### src/rtl/colisao_municao_nave.sv
// rtl/colisao_municao_nave.sv - enemy bullet vs player ship collision, lives, invulnerability window.
// Optional HUD life icons on R/G/B when HUD_RGB_EN is defined; otherwise R/G/B are tied to zero.
module colisao_municao_nave #(
    parameter int BULLET_W      = 1,
    parameter int BULLET_H      = 20,
    parameter int SHIP_W        = 40,
    parameter int SHIP_H        = 30,
    parameter int LIVES_INIT    = 3,
    parameter int INVULN_CYCLES = 50_000_000,
    parameter int BLINK_BIT     = 22
) (
    input  logic        clk,
    input  logic        reset,
    input  logic [10:0] posX_municao,
    input  logic [10:0] posY_municao,
    input  logic [10:0] posX_nave,
    input  logic [10:0] posY_nave,
    input  logic        restart,
    input  logic [9:0]  h_counter,
    input  logic [9:0]  v_counter,
    output logic [2:0]  vidas,
    output logic        hit_pulse,
    output logic        invulneravel,
    output logic        blink,
    output logic        game_over,
    output logic [7:0]  R,
    output logic [7:0]  G,
    output logic [7:0]  B
);

    localparam int CNT_W_MIN = (INVULN_CYCLES > 1) ? $clog2(INVULN_CYCLES) : 1;
    localparam int CNT_W     = (CNT_W_MIN > BLINK_BIT) ? CNT_W_MIN : BLINK_BIT + 1;
    localparam logic [CNT_W-1:0] CNT_LAST  = CNT_W'(INVULN_CYCLES - 1);
    localparam logic [2:0]       LIVES_RST = 3'(LIVES_INIT);

    typedef enum logic [1:0] {
        ST_ALIVE     = 2'd0,
        ST_INVULN    = 2'd1,
        ST_GAME_OVER = 2'd2
    } state_t;

    state_t             state_q, state_d;
    logic [2:0]         vidas_q, vidas_d;
    logic [CNT_W-1:0]   cnt_q, cnt_d;
    logic               hit_q, hit_d;
    logic               overlap_q, overlap_d;
    logic               overlap_now;

    // Widen to 12 bits so right/bottom edges near 2047 do not wrap.
    logic [11:0] bx, by, sx, sy;
    assign bx = {1'b0, posX_municao};
    assign by = {1'b0, posY_municao};
    assign sx = {1'b0, posX_nave};
    assign sy = {1'b0, posY_nave};

    assign overlap_now = (posY_municao != 11'd0)
                      && (bx < sx + 12'(SHIP_W))   && (sx < bx + 12'(BULLET_W))
                      && (by < sy + 12'(SHIP_H))   && (sy < by + 12'(BULLET_H));

    // Overlap seen while invulnerable is dropped, so a bullet still touching at exit
    // is re-sampled fresh once ALIVE resumes.
    assign overlap_d = overlap_now && (state_q != ST_INVULN);

    always_comb begin
        state_d = state_q;
        vidas_d = vidas_q;
        cnt_d   = cnt_q;
        hit_d   = 1'b0;
        if (restart) begin
            state_d = ST_ALIVE;
            vidas_d = LIVES_RST;
            cnt_d   = '0;
        end else begin
            case (state_q)
                ST_ALIVE: begin
                    if (overlap_q) begin
                        hit_d = 1'b1;
                        cnt_d = '0;
                        if (vidas_q > 3'd1) begin
                            state_d = ST_INVULN;
                            vidas_d = vidas_q - 3'd1;
                        end else begin
                            state_d = ST_GAME_OVER;
                            vidas_d = 3'd0;
                        end
                    end
                end
                ST_INVULN: begin
                    if (cnt_q == CNT_LAST) begin
                        state_d = ST_ALIVE;
                        cnt_d   = '0;
                    end else begin
                        cnt_d = cnt_q + 1'b1;
                    end
                end
                ST_GAME_OVER: begin
                    vidas_d = 3'd0;
                end
                default: begin
                    state_d = ST_ALIVE;
                end
            endcase
        end
    end

    always_ff @(posedge clk or posedge reset) begin
        if (reset) begin
            state_q   <= ST_ALIVE;
            vidas_q   <= LIVES_RST;
            cnt_q     <= '0;
            hit_q     <= 1'b0;
            overlap_q <= 1'b0;
        end else begin
            state_q   <= state_d;
            vidas_q   <= vidas_d;
            cnt_q     <= cnt_d;
            hit_q     <= hit_d;
            overlap_q <= overlap_d;
        end
    end

    assign vidas        = vidas_q;
    assign hit_pulse    = hit_q;
    assign invulneravel = (state_q == ST_INVULN);
    assign game_over    = (state_q == ST_GAME_OVER);
    assign blink        = (state_q == ST_INVULN) && cnt_q[BLINK_BIT];

`ifdef HUD_RGB_EN
    logic [7:0] r_q, g_q, b_q, r_d, g_d, b_d;
    logic       icon_on, row_on, blank;

    always_comb begin
        r_d     = 8'd0;
        g_d     = 8'd0;
        b_d     = 8'd0;
        icon_on = 1'b0;
        blank   = (v_counter <= 10'd2) || (h_counter <= 10'd96);
        row_on  = (v_counter >= 10'd10) && (v_counter < 10'd18);
        // Icons on a 12-pixel pitch, 8 pixels wide, one per remaining life.
        for (int i = 0; i < 7; i++) begin
            if ((3'(i) < vidas_q) && (h_counter >= 10'(100 + 12*i))
                && (h_counter < 10'(108 + 12*i))) begin
                icon_on = 1'b1;
            end
        end
        if (!blank && row_on) begin
            if (state_q == ST_GAME_OVER) begin
                if ((h_counter >= 10'd100) && (h_counter < 10'd184)) begin
                    r_d = 8'hFF;
                end
            end else if (icon_on) begin
                g_d = 8'hFF;
            end
        end
    end

    always_ff @(posedge clk or posedge reset) begin
        if (reset) begin
            r_q <= 8'd0;
            g_q <= 8'd0;
            b_q <= 8'd0;
        end else begin
            r_q <= r_d;
            g_q <= g_d;
            b_q <= b_d;
        end
    end

    assign R = r_q;
    assign G = g_q;
    assign B = b_q;
`else
    logic unused_hud;
    assign unused_hud = ^{h_counter, v_counter};
    assign R = 8'd0;
    assign G = 8'd0;
    assign B = 8'd0;
`endif

endmodule

### config.mk
export PLATFORM = sky130hd
export DESIGN_NAME = colisao_municao_nave
export DESIGN_NICKNAME = d
export VERILOG_FILES = /design/src/rtl/colisao_municao_nave.sv
export SDC_FILE = /design/constraint.sdc
export NUM_CORES = 1
export LEC_CHECK = 0
export CORE_MARGIN = 2
export CORE_UTILIZATION = 43
export DETAILED_ROUTE_END_ITERATION = 7
export GPL_TIMING_DRIVEN = 0
export HOLD_SLACK_MARGIN = 0.03
export PLACE_DENSITY_LB_ADDON = 0.1
export SYNTH_ARGS = -nofsm -noshare
export SYNTH_HDL_FRONTEND = slang
export SYNTH_SLANG_ARGS = --single-unit
### constraint.sdc
create_clock -name clk -period 2.4 [get_ports clk]
set_clock_uncertainty 0.05 [all_clocks]
set_input_delay 0.36 -clock clk [delete_from_list [all_inputs] [get_ports clk]]
set_output_delay 0.36 -clock clk [all_outputs]
set_load 0.02 [all_outputs]
# ---- Word-level counts from Yosys, hierarchy flattened
# Cells that the tools add are included.
dict set report word_totals {
  wordCells 52
  reg_bits 33
  output_inout_bits 31
}
dict set report classes {
  addsub 6
  n_reduce_logical 13
  n_mux 16
  n_lt_le_gt_ge 5
  n_eq_ne 7
}
# op count
set op_table {}
lappend op_table {{26-bit 2-to-1 mux} 3}
lappend op_table {{26-bit case mux with 2 select lines} 1}
lappend op_table {{11-bit by 12-bit less-than comparator with 1-bit output} 4}
lappend op_table {{26-bit by 1-bit adder with 26-bit output (second input constant)} 1}
lappend op_table {{26-bit == test (second input constant)} 1}
lappend op_table {{11-bit by 5-bit adder with 12-bit output (second input constant)} 2}
lappend op_table {{11-bit by 1-bit adder with 12-bit output (second input constant)} 1}
lappend op_table {{11-bit by 6-bit adder with 12-bit output (second input constant)} 1}
lappend op_table {{11-bit nonzero test} 1}
lappend op_table {{3-bit 2-to-1 mux} 3}
lappend op_table {{2-bit 2-to-1 mux} 4}
lappend op_table {{1-bit logical AND} 6}
lappend op_table {{2-bit case mux with 3 select lines} 1}
lappend op_table {{3-bit case mux with 2 select lines} 1}
lappend op_table {{3-bit nonzero test} 2}
lappend op_table {{2-bit AND reduction} 2}
lappend op_table {{3-bit by 1-bit greater-than comparator with 1-bit output (second input constant)} 1}
lappend op_table {{1-bit 2-to-1 mux} 3}
lappend op_table {{3-bit by 2-bit inequality test with 1-bit output (second input constant)} 1}
lappend op_table {{3-bit inequality test (second input constant)} 1}
lappend op_table {{3-bit AND reduction} 1}
lappend op_table {{3-bit by 1-bit subtractor with 3-bit output (second input constant)} 1}
lappend op_table {{2-bit by 1-bit == test with 1-bit output (second input constant)} 1}
lappend op_table {{2-bit == test (second input constant)} 1}
lappend op_table {{other kinds (3)} 3}

# ---- Logic depth before layout (Yosys ltp)
# Gate-level depths: netlist (run 1).
dict set report depth {
  ltp_word 7
  ltp_mapped 11
}

# ---- Worst setup path before layout (run 1)
# OpenSTA, ideal clock, no wires.
dict set report synth_path {
  kind {flip-flop to flip-flop}
  startpoint {register cnt_q[10]}
  endpoint {register cnt_q[15]}
  slack_ps -11
  period_less_slack_ps 2411
  setup_ps 119
  t_required_ps 2231
  arrival_ps 2243
  stages_incl_launch_ff 8
  cell_sequence {dfrtp_1 -> or4b_1 -> or4_4 -> o31ai_4 -> inv_4 -> nor2_8 -> buf_8 -> nor2_1}
}
dict set report synth_via {
  elab_chain_cells 4
}
# element line_no
set synth_rtl {}
lappend synth_rtl {{from (decl)} 44} ;# logic [CNT_W-1:0] cnt_q, cnt_d;
lappend synth_rtl {{from (signal assigned)} 116} ;# cnt_q <= cnt_d;
lappend synth_rtl {{26-bit by 1-bit adder with 26-bit output / 26-bit == test (equally long branches)} {93, 89}}
lappend synth_rtl {{26-bit 2-to-1 mux (*)} 89} ;# if (cnt_q == CNT_LAST) begin
lappend synth_rtl {{26-bit case mux with 2 select lines (*)} 74} ;# case (state_q)
lappend synth_rtl {{26-bit 2-to-1 mux (*)} 69} ;# if (restart) begin
# Every way passes the cells marked *; elsewhere a longest branch is shown, timed or not.
# A chain may end at the register's enable or synchronous reset.

# ---- Worst setup path in the final report (run 1)
dict set report layout_path {
  startpoint {input port posY_nave[9]}
  endpoint {register overlap_q}
}
dict set report layout_via {
  elab_chain_cells 5
}
# element line_no
set layout_rtl {}
lappend layout_rtl {{from (decl)} 17} ;# input logic [10:0] posY_nave,
lappend layout_rtl {{11-bit by 5-bit adder with 12-bit output} 58} ;# && (by < sy + 12'(SHIP_H)) && (sy < by + 12'(BULLET_H));
lappend layout_rtl {{11-bit by 12-bit less-than comparator with 1-bit output} 58}
lappend layout_rtl {{1-bit logical AND} 58}
lappend layout_rtl {{1-bit logical AND (*)} 58}
lappend layout_rtl {{1-bit logical AND (*)} 62} ;# assign overlap_d = overlap_now && (state_q != ST_INVULN);
lappend layout_rtl {{named net overlap_d} 46} ;# logic overlap_q, overlap_d;
lappend layout_rtl {{to (signal assigned)} 118} ;# overlap_q <= overlap_d;
lappend layout_rtl {{to (decl)} 46}
# Mark *: on every way through the listed nets, which the timed path passes. The rest lies on a longest branch.

==> results.md, run 1 <==
- Status: completed
- Avg WL per Cell: 12.57 um
- Synth warn: 0
- Worst hold slack: 0.3354 ns
- FFs w/ async S/R, synth: 100.0%
- Relative slew slack: 59.53%
- Area Growth Syn to Fin: 33.65%
- I/O Pins: 98
- Max-slew violations: 0
- Avg Synthesized Cell Area: 8.453 um2
- Peak supply drop: 0.2988 mV
- GRT Overall Usage: 17.62%
- Max stage delay on crit path: 0.57 ns
- Largest delay share family, worst path: simple AND/OR/NAND/NOR gates
- Flop-to-flop setup slack: 0.07 ns
- Worst Path Required: 2.55 ns
- Cell variety after synth: 54
- Row cnt: 32
- # nets final: 632
- Vias: 3122
- RSZ-0062 raised after global routing: true
- Final setup fails: 0
- Worst-path cell chain: clkdlybuf4s50_1, nand4_1, xor2_1, ha_1, o21ai_1, o22ai_1, or4_4, nor3_4
- Worst Path Arrival: 2.49 ns
- F_max: 428.9 MHz
- Crit path time final: 2.332 ns
- Die span in x: 93.34 um
- Placer Congestion: 0.8011
- Sequential area share after synthesis: 24.13%
- Post-synthesis cell area: 3432 um2
- Pwr dens: 351.5 nW/um2
- Top FF cell, synth: dfrtp_1
- Final WS setup: 0.06839 ns
- Commonest non-fill, non-tap cell in the layout: buf_4
- First-pass GRT wire length: 12700 um
- Buf/Inv on CP: 1
- Most frequent cells in the layout: buf_4, ha_1, nor2_1, nand2_1, dfrtp_1
- Antenna Nets Post-Route: 0
- Initial Util: 44.41%
- First drt pass iteration count: 4
- Worst path slowest cell: clkdlybuf4s50_1
- Crit path capture type: flop
- Final count of hold timing violations: 0
- H-tree Lvls: 2
- Initial detailed-routing violation count: 64
- Crit-path max FO: 4
- PortBufs: 52
- # Max-Cap Violations: 0
- Detailed placer's ending HPWL: 5869 um
- Clock sinks: 33
- Period utilization: 97.15%
- Worst setup path class: input pin to flop
- Largest net degree at the start of global routing: 34
- Pre-CTS setup slack: -0.7710 ns
- Die height: 93.34 um
- Antenna violations before repair: 0
- DRC: 0
- Vias in the first global route: 2904
- Worst min path class: input pin to flop
- Core ar.: 7727 um2
- Clk Latency, worst-skew pair: 0.29 ns
- Max clock buf depth: 2
- Synthesized instance count: 406
- Synth Register Bits: 33
- Worst slew pin tran: 0.6033 ns
- TritonCTS clock tree: done
- DR vias/cell: 5.035
- Die Area: 8712 um2
- GRT overflow: 0
- CTS root buf: clkbuf_8
- Final total power: 1.612 mW
- Worst-path clk slew: 0.06 ns
- Layout cell share with drive strength beyond 1: 23.17%
- Antenna fix cells: 0
- Post-synth EDFFs: 0
- Lkg Pwr: 2.136 nW
- CTS Buf Count: 5
- WL final: 7791 um
- Startpoint types: input pin
==> flip-flops by register name, summed over array words and instances (netlist names) <==
register	cells
vidas	3
state_q	2
overlap_q	1
hit_pulse	1
cnt_q	26
==> where the power goes <==
part           internal, mW  switching, mW
sequential            0.569         0.0107
clock                 0.206          0.196
combinational         0.304          0.326
total                  1.08          0.533
==> Yosys cell counts (all sizes together) (2+ instances only) <==
master   count  area share (%)
nor3        13             1.9
xor2        29             7.4
clkbuf       2            0.22
o41ai        2            0.51
nand3       21             3.1
nand2b       2            0.36
inv         20             2.3
o21bai       2            0.44
nor4         2            0.36
or4          5             1.3
and3         6             1.1
o2111ai      3            0.77
nor2        46             5.5
xnor2       20             5.1
a211oi       6             1.3
o31ai        4             1.3
nand2       32             3.5
o21ai       19             2.8
dfstp        2             1.5
buf         26             5.9
ha          48              17
and4         2            0.51
dfrtp       31              23
a211o        2            0.51
a21oi       21             3.1
nor2b        3            0.55
nand4       13             2.4
a21o         3            0.66
and2b        2            0.51
==> logic make-up (layout without fill, tap and decap cells) <==
logic type | after synthesis | count (layout) | share of synthesized area [%]
and+or+nand+nor | 154 | 154 | 22.64
AOI/OAI and AO/OA | 71 | 71 | 13.45
xor gates and xnor gates | 49 | 49 | 12.50
buffers and inverters | 49 | 138 | 9.333
adders and majority gates | 48 | 48 | 17.50
DFF | 33 | 33 | 24.13
other | 1 | 24 | 0.1093
muxes | 1 | 1 | 0.3281
==> path summary, 6_finish.rpt <==
| kind | start | end | cells past startpoint |
|---|---|---|---|
| setup / recovery | posY_nave[9] | overlap_q | 8 |
| hold / removal | restart | vidas[2] | 2 |
| setup reg to reg | cnt_q[24] | cnt_q[21] | 7 |
| hold reg to reg | cnt_q[0] | cnt_q[0] | 1 |
| max in group asynchronous | reset | vidas[0] | 3 |
| min in group asynchronous | reset | cnt_q[16] | 2 |
==> stage by stage <==
stage	utilization, %	instance area (um2)	TNS, ns	cells
finish	59.36	4587	0	620
global route	59.36	4587	-0.2421	620
CTS	56.90	4397	-0.07810	605
detailed placement	53.92	4167	-2.931	583
global placement	53.92	4167	-2.697	583
floorplan	-	3518	0	429
==> worst register-to-register path, delay by kind of cell (launching register included) <==
family                 cells  cell delay, ns
and+or+nand+nor            4            1.24
buffers and inverters      2            0.23
AOI/OAI and AO/OA          1            0.28
DFF                        1            0.40
==> layout make-up <==
class | instances | area, um2
fill | 708 | 3141
multi-input combinational | 347 | 2527
sequential | 33 | 829.5
timing repair buffer | 81 | 701.9
buffer | 29 | 242.7
tap | 102 | 127.6
clock buffer | 8 | 80.08
inverter | 20 | 77.57
==> repair_timing <==
action                                 4_1_cts  5_1_grt
endpoints found under the hold margin        0        0
hold buffers                                 0        0
setup buffers                               14       14
setup endpoints to repair                   22       26
pin swaps                                    7       19
gates cloned                                 0        0
gates resized for setup                     59       71
==> layer usage <==
metal	global-route usage, %	part of all wire, %
met1	23.03	47
met2	30.70	49
met3	2.579	3.6
met4	4.044	0.76
met5	0	0
(Power assumes the default switching activity.)
==> run 2, diff against run 1 <==
--- a/config.mk
+++ b/config.mk
@@ -6,10 +6,11 @@
 export NUM_CORES = 1
 export LEC_CHECK = 0
 export CORE_MARGIN = 2
-export CORE_UTILIZATION = 43
+export CORE_UTILIZATION = 44
 export DETAILED_ROUTE_END_ITERATION = 7
 export GPL_TIMING_DRIVEN = 0
 export HOLD_SLACK_MARGIN = 0.03
+export MAX_ROUTING_LAYER = met4
 export PLACE_DENSITY_LB_ADDON = 0.1
 export SYNTH_ARGS = -nofsm -noshare
 export SYNTH_HDL_FRONTEND = slang
==> results.md, run 2 (synthesized netlist as in run 1, its figures left out) <==
- Status: completed
- Clk Latency, worst-skew pair: 0.29 ns (about the same)
- Placer Congestion: 0.8723 (+8.9%)
- Worst Path Required: 2.52 ns (-0.03 ns)
- CP endpoint: cnt_q[18]
- # Max-Cap Violations: 0 (unchanged)
- H-tree Lvls: 2 (unchanged)
- FF-to-FF Start: cnt_q[8]
- R2r endpoint: cnt_q[18]
- Antenna fix cells: 0 (unchanged)
- Startpoint types: flop
- Vias in the first global route: 2948 (+1.5%)
- Worst slew pin tran: 0.6874 ns (+0.08404 ns)
- Die Area: 8523 um2 (-2.2%)
- Met3 Use GR: 2.685% (+0.11 points)
- Initial Util: 44.88% (+0.47 points)
- Pwr dens: 361.5 nW/um2 (+2.9%)
- DR vias/cell: 5.103 (+1.3%)
- Pre-CTS setup slack: -0.7437 ns (+0.02726 ns)
- F_max: 425.7 MHz (-0.75%)
- Final Instance Area: 4473 um2 (-2.5%)
- RSZ-0062 raised after global routing: true
- Final count of hold timing violations: 0 (unchanged)
- Row cnt: 32 (unchanged)
- Final setup fails: 0 (unchanged)
- Max reg flops: 26 (unchanged)
- Antenna Nets Post-Route: 0 (unchanged)
- Most frequent cells in the layout: buf_4, ha_1, nor2_1, nand2_1, dfrtp_1
- First drt pass iteration count: 4 (unchanged)
- GRT Overall Usage: 19.20% (+1.6 points)
- Largest net degree at the start of global routing: 34 (unchanged)
- Crit path capture type: flop
- Worst setup path class: flop to flop
- Peak supply drop: 0.3027 mV (+1.3%)
- Avg WL per Cell: 12.88 um (+2.5%)
- Worst min path class: input pin to flop
- Vias: 3118 (-0.13%)
- First-pass GRT wire length: 13160 um (+3.6%)
- Die height: 92.32 um (-1.1%)
- # nets final: 623 (-1.4%)
- Lkg Pwr: 2.068 nW (-3.2%)
- Antenna violations before repair: 0 (unchanged)
- Met2 GRT Util: 32.12% (+1.4 points)
- Final-layout fill cell count: 704 (-0.56%)
- Layout cell share with drive strength beyond 1: 19.84% (-3.3 points)
- Final WS setup: 0.05076 ns (-0.01763 ns)
- Hold buffer count at cts: 0 (unchanged)
- Clock sinks: 33 (unchanged)
- Detailed placer's ending HPWL: 6015 um (+2.5%)
- Max clock buf depth: 2 (unchanged)
- Crit-path max FO: 10 (+6)
- Flop-to-flop setup slack: 0.05 ns (-0.02 ns)
- Initial detailed-routing violation count: 66 (+3.1%)
- FF-to-FF path depth: 7 (unchanged)
- Relative slew slack: 54.11% (-5.4 points)
- PortBufs: 52 (unchanged)
- GR Util met1: 24.44% (+1.4 points)
- TritonCTS clock tree: done
- Period utilization: 97.88% (+0.73 points)
- I/O Pins: 98 (unchanged)
- Worst Path Arrival: 2.47 ns (-0.02 ns)
- Crit path time final: 2.349 ns (+0.01763 ns)
- DRC: 0 (unchanged)
- Core ar.: 7647 um2 (-1.0%)
- Most flops, register: cnt_q
- GRT overflow: 0 (unchanged)
- Busiest grt layer: met2
- CTS Buf Count: 5 (unchanged)
- Worst-path clk slew: 0.07 ns (about the same)
- Area Growth Syn to Fin: 30.33%
- WL final: 7872 um (+1.0%)
- Crit path from: cnt_q[8]
- Die span in x: 92.32 um (-1.1%)
- Placed cell areas: 4167 um2 (unchanged)
- CTS root buf: clkbuf_8
- Max-slew violations: 0 (unchanged)
run 2: timing repair:
| action | CTS | global route |
|---|---|---|
| buffers inserted | 10 | 10 |
| pin swaps | 12 | 13 |
| resized for setup | 57 | 44 |
| setup endpoints to repair | 21 | 25 |
run 2: area by class of cell:
| class | instances | area [um2] | share of cell area [%] |
|---|---|---|---|
| plain buffers | 29 | 242.7 | 5.427 |
| clock buffers | 8 | 90.09 | 2.014 |
| inverters | 20 | 77.57 | 1.734 |
| multi-input cells | 347 | 2470 | 55.22 |
| flip-flops and latches | 33 | 828.3 | 18.52 |
| well taps | 102 | 127.6 | 2.853 |
| repair buffers | 72 | 636.9 | 14.24 |
run 2: worst min-delay path by stage:
| stage | from | to | slack [ns] | cells after the start |
|---|---|---|---|---|
| floorplan | cnt_q[10] | cnt_q[10] | 0.42 | 1 |
| global placement | cnt_q[10] | cnt_q[10] | 0.45 | 1 |
| detailed placement | cnt_q[10] | cnt_q[10] | 0.47 | 1 |
| CTS | restart | vidas[2] | 0.32 | 2 |
| global route | restart | vidas[2] | 0.33 | 2 |
| finish | restart | vidas[2] | 0.33 | 2 |
run 2: metrics by stage:
stage / setup TNS (ns) / std cells / hold slack [ns] / utilization (%) / power (mW)
2_1_floorplan: 0 / 429 / 0.4177 / - / 0.9508
3_3_place_gp: -2.722 / 583 / 0.4489 / 54.48 / 1.142
3_5_place_dp: -2.924 / 583 / 0.4661 / 54.48 / 1.153
4_1_cts: -0.1116 / 601 / 0.3211 / 57.07 / 1.619
5_1_grt: -0.05570 / 611 / 0.3304 / 58.49 / 1.724
6_report: 0 / 611 / 0.3280 / 58.49 / 1.617
run 2: per-layer routing:
| layer | vias up | wire, um |
|---|---|---|
| met3 | 14 | 339 |
| met1 | 1439 | 3601 |
| met4 | 0 | 131 |
| met5 | - | 0 |
| met2 | 63 | 3799 |
| li1 | 1602 | - |
run 2: worst max-delay path, stage by stage, from the launching register on:
cell     delay (ns)
dfrtp_1        0.44
or4b_1         0.48
or4_4          0.55
o31ai_4        0.29
inv_4          0.10
nor2_8         0.13
buf_8          0.14
nor2_1         0.05
run 2: power breakdown:
group / internal, mW / total, mW / switching (mW)
Clock: 0.234 / 0.438 / 0.204
Sequential: 0.569 / 0.580 / 0.0109
Combinational: 0.280 / 0.599 / 0.319
